===== src/rtl/lab1_imul_pkg.sv =====
// Shared types and mux-select encodings for the variable-latency iterative multiplier.
package lab1_imul_pkg;

  typedef enum logic [1:0] {
    IDLE = 2'd0,
    CALC = 2'd1,
    DONE = 2'd2
  } state_t;

  localparam logic A_LD    = 1'b0;
  localparam logic A_SHF   = 1'b1;
  localparam logic B_LD    = 1'b0;
  localparam logic B_SHF   = 1'b1;
  localparam logic RES_CLR = 1'b0;
  localparam logic RES_ADD = 1'b1;

endpackage


===== src/rtl/lab1_imul_var_lat_ctrl.sv =====
// Control FSM for the variable-latency iterative multiplier (IDLE/CALC/DONE).
// Define LAB1_IMUL_ZERO_SKIP_EN to shift by the datapath's trailing-zero amount instead of 1.
module lab1_imul_var_lat_ctrl
  import lab1_imul_pkg::*;
#(
  parameter  int unsigned NBITS   = 32,
  localparam int unsigned SHAMT_W = $clog2(NBITS),
  localparam int unsigned CNT_W   = $clog2(NBITS) + 1
) (
  input  logic               clk,
  input  logic               reset,
  input  logic               req_val,
  output logic               req_rdy,
  output logic               resp_val,
  input  logic               resp_rdy,
  input  logic               b_lsb,
  input  logic               b_hi_zero,
  input  logic [SHAMT_W-1:0] shift_in,
  output logic               a_mux_sel,
  output logic               b_mux_sel,
  output logic               result_mux_sel,
  output logic               a_en,
  output logic               b_en,
  output logic               result_en,
  output logic [SHAMT_W-1:0] shift_amt,
  output logic [CNT_W-1:0]   iter_cnt
);

  state_t             state;
  logic [SHAMT_W-1:0] shift_step;

`ifdef LAB1_IMUL_ZERO_SKIP_EN
  assign shift_step = shift_in;
`else
  logic unused_shift_in;
  assign shift_step      = SHAMT_W'(1);
  assign unused_shift_in = ^shift_in;
`endif

  always_ff @(posedge clk) begin
    if (reset) begin
      state <= IDLE;
    end else begin
      case (state)
        IDLE:    if (req_val)   state <= CALC;
        CALC:    if (b_hi_zero) state <= DONE;
        DONE:    if (resp_rdy)  state <= IDLE;
        default: state <= IDLE;
      endcase
    end
  end

  // Trace counter: CALC cycles of the current transaction, saturating.
  always_ff @(posedge clk) begin
    if (reset) begin
      iter_cnt <= '0;
    end else begin
      case (state)
        IDLE: if (req_val) iter_cnt <= '0;
        CALC: if (iter_cnt != '1) iter_cnt <= iter_cnt + CNT_W'(1);
        default: ;
      endcase
    end
  end

  always_comb begin
    req_rdy        = 1'b0;
    resp_val       = 1'b0;
    a_mux_sel      = A_LD;
    b_mux_sel      = B_LD;
    result_mux_sel = RES_CLR;
    a_en           = 1'b0;
    b_en           = 1'b0;
    result_en      = 1'b0;
    shift_amt      = '0;
    case (state)
      IDLE: begin
        req_rdy = 1'b1;
        if (req_val) begin
          a_en      = 1'b1;
          b_en      = 1'b1;
          result_en = 1'b1;
        end
      end
      CALC: begin
        // The accumulate still happens on the exit cycle.
        result_en      = b_lsb;
        result_mux_sel = RES_ADD;
        if (!b_hi_zero) begin
          a_en      = 1'b1;
          b_en      = 1'b1;
          a_mux_sel = A_SHF;
          b_mux_sel = B_SHF;
          shift_amt = shift_step;
        end
      end
      DONE:    resp_val = 1'b1;
      default: ;
    endcase
  end

endmodule

===== config.mk =====
export PLATFORM = sky130hd
export DESIGN_NAME = lab1_imul_var_lat_ctrl
export DESIGN_NICKNAME = d
export VERILOG_FILES = /design/src/rtl/lab1_imul_pkg.sv /design/src/rtl/lab1_imul_var_lat_ctrl.sv
export SDC_FILE = /design/constraint.sdc
export NUM_CORES = 1
export LEC_CHECK = 0
export CAP_MARGIN = 40
export CELL_PAD_IN_SITES_DETAIL_PLACEMENT = 0
export CELL_PAD_IN_SITES_GLOBAL_PLACEMENT = 2
export CORE_ASPECT_RATIO = 0.7
export CORE_MARGIN = 4
export CORE_UTILIZATION = 17
export CTS_BUF_LIST = sky130_fd_sc_hd__clkbuf_8
export CTS_CLUSTER_SIZE = 14
export DETAILED_ROUTE_END_ITERATION = 12
export PLACE_DENSITY_LB_ADDON = 0.1
export SYNTH_ARGS = -nofsm -noshare
export SYNTH_HDL_FRONTEND = slang
export SYNTH_SLANG_ARGS = --single-unit

===== constraint.sdc =====
create_clock -name clk -period 1.5 [get_ports clk]
set_clock_uncertainty 0.05 [all_clocks]
set_input_delay 0.45 -clock clk [delete_from_list [all_inputs] [get_ports clk]]
set_output_delay 0.45 -clock clk [all_outputs]
set_load 0.005 [all_outputs]

---- Word level (Yosys, flattened, before mapping) ----
Index checks and enable logic that the tools add are counted.
operators by class
  add/sub/neg operators ................... 1
  equal/unequal tests ..................... 7
  multiplexer cells ....................... 17
  reductions and logical operators ........ 4
operators by type and width
  operator                                                               count
  6-bit 2-to-1 mux                                                       2
  6-bit case mux with 2 select lines                                     1
  1-bit 2-to-1 mux                                                       8
  2-bit inequality test, second input constant                           4
  6-bit by 1-bit adder with 6-bit output, second input constant          1
  2-bit 2-to-1 mux                                                       3
  6-bit inequality test, second input constant                           1
  2-bit case mux with 3 select lines                                     1
  3-bit AND reduction                                                    2
  1-bit case mux with 2 select lines                                     2
  2-bit by 1-bit equality test with 1-bit output, second input constant  1
  2-bit equality test, second input constant                             1
  2-bit zero test                                                        1
  2-bit nonzero test                                                     1
word-level totals
  register bits after elaboration ......... 8
  output and inout bits ................... 19

---- Logic depth before layout (Yosys ltp) ----
  depth after elaboration ................. 3
  depth in mapped cells ................... 5

---- Least setup slack after synthesis ----
No wires, ideal clock.
  path type ............................... reg-to-reg
  start point ............................. register iter_cnt[0]
  end point ............................... register iter_cnt[1]
  arrival ................................. 1.402 ns
  setup slack ............................. -0.077 ns
  stages on the path, launching flop included .. 6
  buffers on the path ..................... 0
  cells stage by stage .................... dfxtp_1 -> ha_1 -> and4_4 -> a311o_2 -> a22oi_1 -> nor2_1
on the way
  longest elaborated chain between the ends .. 3
  elaborated cells on any way between the ends .. 6
  classes of those cells .................. add/sub (1); eq/ne (2); mux (2); reduce/logical (1)
ends and longest elaborated chain
  what                                                                             RTL line                      source
  start: declaration                                                               lab1_imul_var_lat_ctrl.sv:26  output logic [CNT_W-1:0] iter_cnt
  start signal: assignment                                                         lab1_imul_var_lat_ctrl.sv:60  CALC: if (iter_cnt != '1) iter_cnt <= iter_cnt + CNT_W'(1);
  6-bit by 1-bit adder with 6-bit output or 6-bit inequality test (tied branches)  lab1_imul_var_lat_ctrl.sv:60
  6-bit 2-to-1 mux or 2-bit inequality test (tied branches)                        --
  6-bit case mux with 2 select lines or 3-bit AND reduction (tied branches)        --
Several ways; a longest one is shown, not always the timed one. The select of a mux whose other input is x is not followed.
A chain may end at the register's enable or synchronous reset.

---- Worst setup path in the final report ----
  start point ............................. register state[0]
  end point ............................... output port b_en
on the way
  longest elaborated chain between the ends .. 2
  elaborated cells on any way between the ends .. 3
  classes of those cells .................. eq/ne (1); mux (1); reduce/logical (1)
ends and longest elaborated chain
  what                                                                               RTL line                      source
  start: declaration                                                                 lab1_imul_var_lat_ctrl.sv:29  state_t state;
  start signal: assignment                                                           lab1_imul_var_lat_ctrl.sv:42  state <= IDLE;
  start signal: assignment                                                           lab1_imul_var_lat_ctrl.sv:45  IDLE: if (req_val) state <= CALC;
  start signal: assignment                                                           lab1_imul_var_lat_ctrl.sv:46  CALC: if (b_hi_zero) state <= DONE;
  2-bit by 1-bit equality test with 1-bit output or 2-bit zero test (tied branches)  lab1_imul_var_lat_ctrl.sv:76  case (state)
  1-bit case mux with 2 select lines (*)                                             lab1_imul_var_lat_ctrl.sv:76
  end: declaration                                                                   lab1_imul_var_lat_ctrl.sv:23  output logic b_en,
Mark *: on every way between the ends. The rest lies on a longest branch, timed or not.

==> results <==
- Of the total power, combinational logic draws 0.247.
- The final clock period utilization by the worst path is 1.07.
- The first global-routing pass estimated 2.42 mm of wire.
- Pin placement for this block handled 30 I/O pins.
- The number of vias after detailed routing is 513.
- TritonCTS built the clock tree.
- Of all flip-flops after synthesis, the portion carrying an async set or reset was 0.
- After detailed routing, the number of vias per cell comes to 3.95.
- The fraction of the yosys area taken by sequential cells is 0.338.
- The clock transition time at the flip-flop clock pins of the worst setup and hold paths is 40 ps.
- The floorplan row count is 15.
- The region available for standard cell placement spans around 0.0026 mm^2.
- The kind of start point of the critical path is a flip-flop.
- The insertion delay to the later sink of the worst-skew pair is between 200 and 250 ps.
- Measured along the x axis, the die boundary spans just over 70 um.
- For this run, the total global-route usage over all layers was measured as 0.0850.
- The count of placed standard cells in the final layout, fillers left out is 130.
- The arrival time of data at the critical path endpoint is around 1100 ps.
- VDD sags by at most about 0.39 mV.
- The remaining number of nets flagged by the antenna check after routing is 0.
- After the first detailed-routing iteration, the DRC count stood at 3.
- TritonCTS created 3 clock buffers.
- The post-synthesis average cell area is roughly 7.9 um^2.
- For this design the total switching power over the nets is 0.000165 W.
- The net switching fraction of the power is 0.252.
- The fraction of the core area covered by cells at the end of the flow is 0.349.
- Synthesis produced a netlist whose cell count is 60.
- The count of endpoints failing hold in the final timing report is 0.
- The number of enable flip-flop cells after synthesis is 0.
- The share of layout cells above drive strength 1 is 0.552.
- The count of final max-slew check failures is 0.
- CTS built an H-tree with a depth of 1.
- The static leakage power is about 0.42 nW.
- Sorting the synthesized cells by area gives the leading types as sky130_fd_sc_hd__dfxtp_1 (34%), sky130_fd_sc_hd__buf_4 (11%), sky130_fd_sc_hd__a21oi_1 (6.3%), sky130_fd_sc_hd__nor2_1 (6.3%), sky130_fd_sc_hd__nand2b_1 (4.0%).
- Setup violations remaining at the end of the flow were counted as 2.
- The die span in y is 52.2 um.
- Max-cap violations in this run came to 0.
- The number of library cell types mapped by synthesis is 25.
- The clock passes through at most 2 buffers.
- The congestion estimate from routability-driven global placement came to 0.741.
- The largest total area in the synthesized netlist belongs to sky130_fd_sc_hd__dfxtp_1.
- The internal portion of the total power is slightly below 0.0005 W.
- After clock tree synthesis, the flow added hold-fix buffers numbering 0.
- The clock drives 8 sinks.
- In this run the worst hold path is classified as input pin to flip-flop.
- In this run the worst path has a maximum fanout of 7.
- After detailed routing, the number of remaining DRC violations is 0.
- The CTS root buffer is sky130_fd_sc_hd__clkbuf_8.
- The number of global-route vias before repair is 513.
- The number of antenna violations at the first check in global routing is 0.
- The commonest cells after synthesis are sky130_fd_sc_hd__dfxtp_1 (8), sky130_fd_sc_hd__nor2_1 (8), sky130_fd_sc_hd__buf_4 (7).
- The final routed wirelength across all metal layers is 1.39 mm.
- For this run the aggregate overflow at the end of global routing stands at 0.
- The run finished, with violations left.
- The Yosys step of the flow raised 0 warnings.
- The pin count of the biggest net entering global routing is 9.
- Setup repair after global routing could not meet its margin everywhere.
- The initial core utilization is 0.186.
- The first detailed-routing pass took 4 iterations.
- Dividing total power by cell area gives a power density of 734 mW/mm^2.
- The path type of the worst setup path is flip-flop to primary output.
- Compared with the post-synthesis result, the final layout area differs by 87.9%.
- The half-perimeter wire length of the detailed placement result is 1.07 mm.
- Among all flip-flop cells after synthesis, the most frequent one is sky130_fd_sc_hd__dfxtp_1.
- The startpoint of the worst hold path is b_hi_zero.
- The final reports fail on negative setup slack.
- The final period demand of the worst path is 1600 ps.
- The type of destination of the critical path is a primary output.
- The number of placed instances with taps included is about 120.
- The share of total power dissipated in sequential elements is 0.348.
- The reg-to-reg critical path startpoint is iter_cnt[1]$_SDFFE_PP0P_.
- The setup slack after layout is -100 ps.
- The final antenna diode count is 0.
- The post-synthesis sequential element count is 8.
- The highest attainable clock frequency is between 600 and 700 MHz.
- The start point of the critical path is state[0]$_SDFFE_PP0P_.
- The area share of the largest cell type after synthesis is 0.338.
- The count of buffers from port buffering is 20.
- The number of nets at the end of the flow is 110.
- Dividing the detail-routed wire length by the instance count gives 10.7 um.
- The clock network fraction of total power is 0.404.
- Summing every instance area after synthesis gives ~470 um^2.
- The die covers roughly 0.0037 mm^2.
- The required time at the endpoint of the critical path is 1000 ps.
==> power by group through the flow <==
stage                     clock (W)  sequential [W]  combinational [W]
after floorplan                   0        0.000227          0.0000636
after global placement            0        0.000230           0.000136
after detailed placement          0        0.000229           0.000134
after CTS                  0.000275        0.000226           0.000151
after global routing       0.000284        0.000228           0.000178
final                      0.000264        0.000228           0.000162
==> sequential cells by signal (all words and copies together), names as in the netlist <==
signal	count
state	2
iter_cnt	6
==> repair_timing <==
item,in CTS,in global routing
setup buffers,5,1
endpoints found under the setup margin,20,9
pin swaps,4,1
resized for setup,69,5
==> cell usage in the layout, fill, tap and decap left out, types with 2 or more instances in the layout <==
cell type / n
sky130_fd_sc_hd__dlygate4sd2_1: 7
sky130_fd_sc_hd__dfxtp_2: 5
sky130_fd_sc_hd__conb_1: 4
sky130_fd_sc_hd__buf_6: 4
sky130_fd_sc_hd__nor3_1: 2
sky130_fd_sc_hd__nand2b_4: 3
sky130_fd_sc_hd__clkbuf_8: 3
sky130_fd_sc_hd__buf_2: 9
sky130_fd_sc_hd__clkdlybuf4s50_1: 2
sky130_fd_sc_hd__nand3_1: 3
sky130_fd_sc_hd__nand2_1: 2
sky130_fd_sc_hd__dfxtp_1: 2
sky130_fd_sc_hd__a21oi_1: 4
sky130_fd_sc_hd__nor2_1: 7
sky130_fd_sc_hd__o21ai_0: 2
sky130_fd_sc_hd__buf_4: 16
==> through the flow <==
step	setup slack (ps)	hold slack (ps)	setup TNS [ps]	area (um^2)	total power [W]
detailed placement	-804	561	-6490	767	0.000364
global placement	-775	564	-6420	767	0.000365
global route	-148	558	-497	891	0.000690
CTS	-117	541	-177	853	0.000653
finish	-100	542	-138	891	0.000654
floorplan	0.245	476	0	488	0.000291
==> layer usage <==
| layer | vias up | share of wire | track usage |
|---|---|---|---|
| li1 | 269 | - | - |
| met1 | 225 | 0.49 | 0.114 |
| met2 | 16 | 0.40 | 0.111 |
| met3 | 3 | 0.095 | 0.0498 |
| met4 | 0 | 0.014 | 0.0281 |
| met5 | - | 0 | 0 |
==> final timing paths <==
kind                              endpoint  slack, ps  depth (start not counted)
hold / removal       state[1]$_SDFFE_PP0P_        540                          4
hold reg to reg   iter_cnt[4]$_SDFFE_PP0P_        560                          2
setup / recovery                      b_en       -100                          4
setup reg to reg  iter_cnt[4]$_SDFFE_PP0P_         20                          5
==> final cells by class <==
type / count / area (um^2)
clock buffer: 3 / 41.3
timing repair buffer: 39 / 303
inverter: 2 / 7.51
fill: 283 / 1660
tap: 34 / 42.5
multi-input combinational: 44 / 327
sequential: 8 / 170
==> critical path: stages, from the launching register on <==
cell and delay [ps]:
sky130_fd_sc_hd__dfxtp_4 360, sky130_fd_sc_hd__nand2b_4 160, sky130_fd_sc_hd__a21oi_4 160, sky130_fd_sc_hd__buf_6 110, sky130_fd_sc_hd__buf_6 80
==> kinds of logic after synthesis <==
group / share of synthesized area
simple gates: 0.288
other cells: 0.00791
flops: 0.338
compound gates: 0.174
fa+ha+maj: 0.0264
buf+inv: 0.145
mux: 0.0211
(Power assumes the default switching activity.)
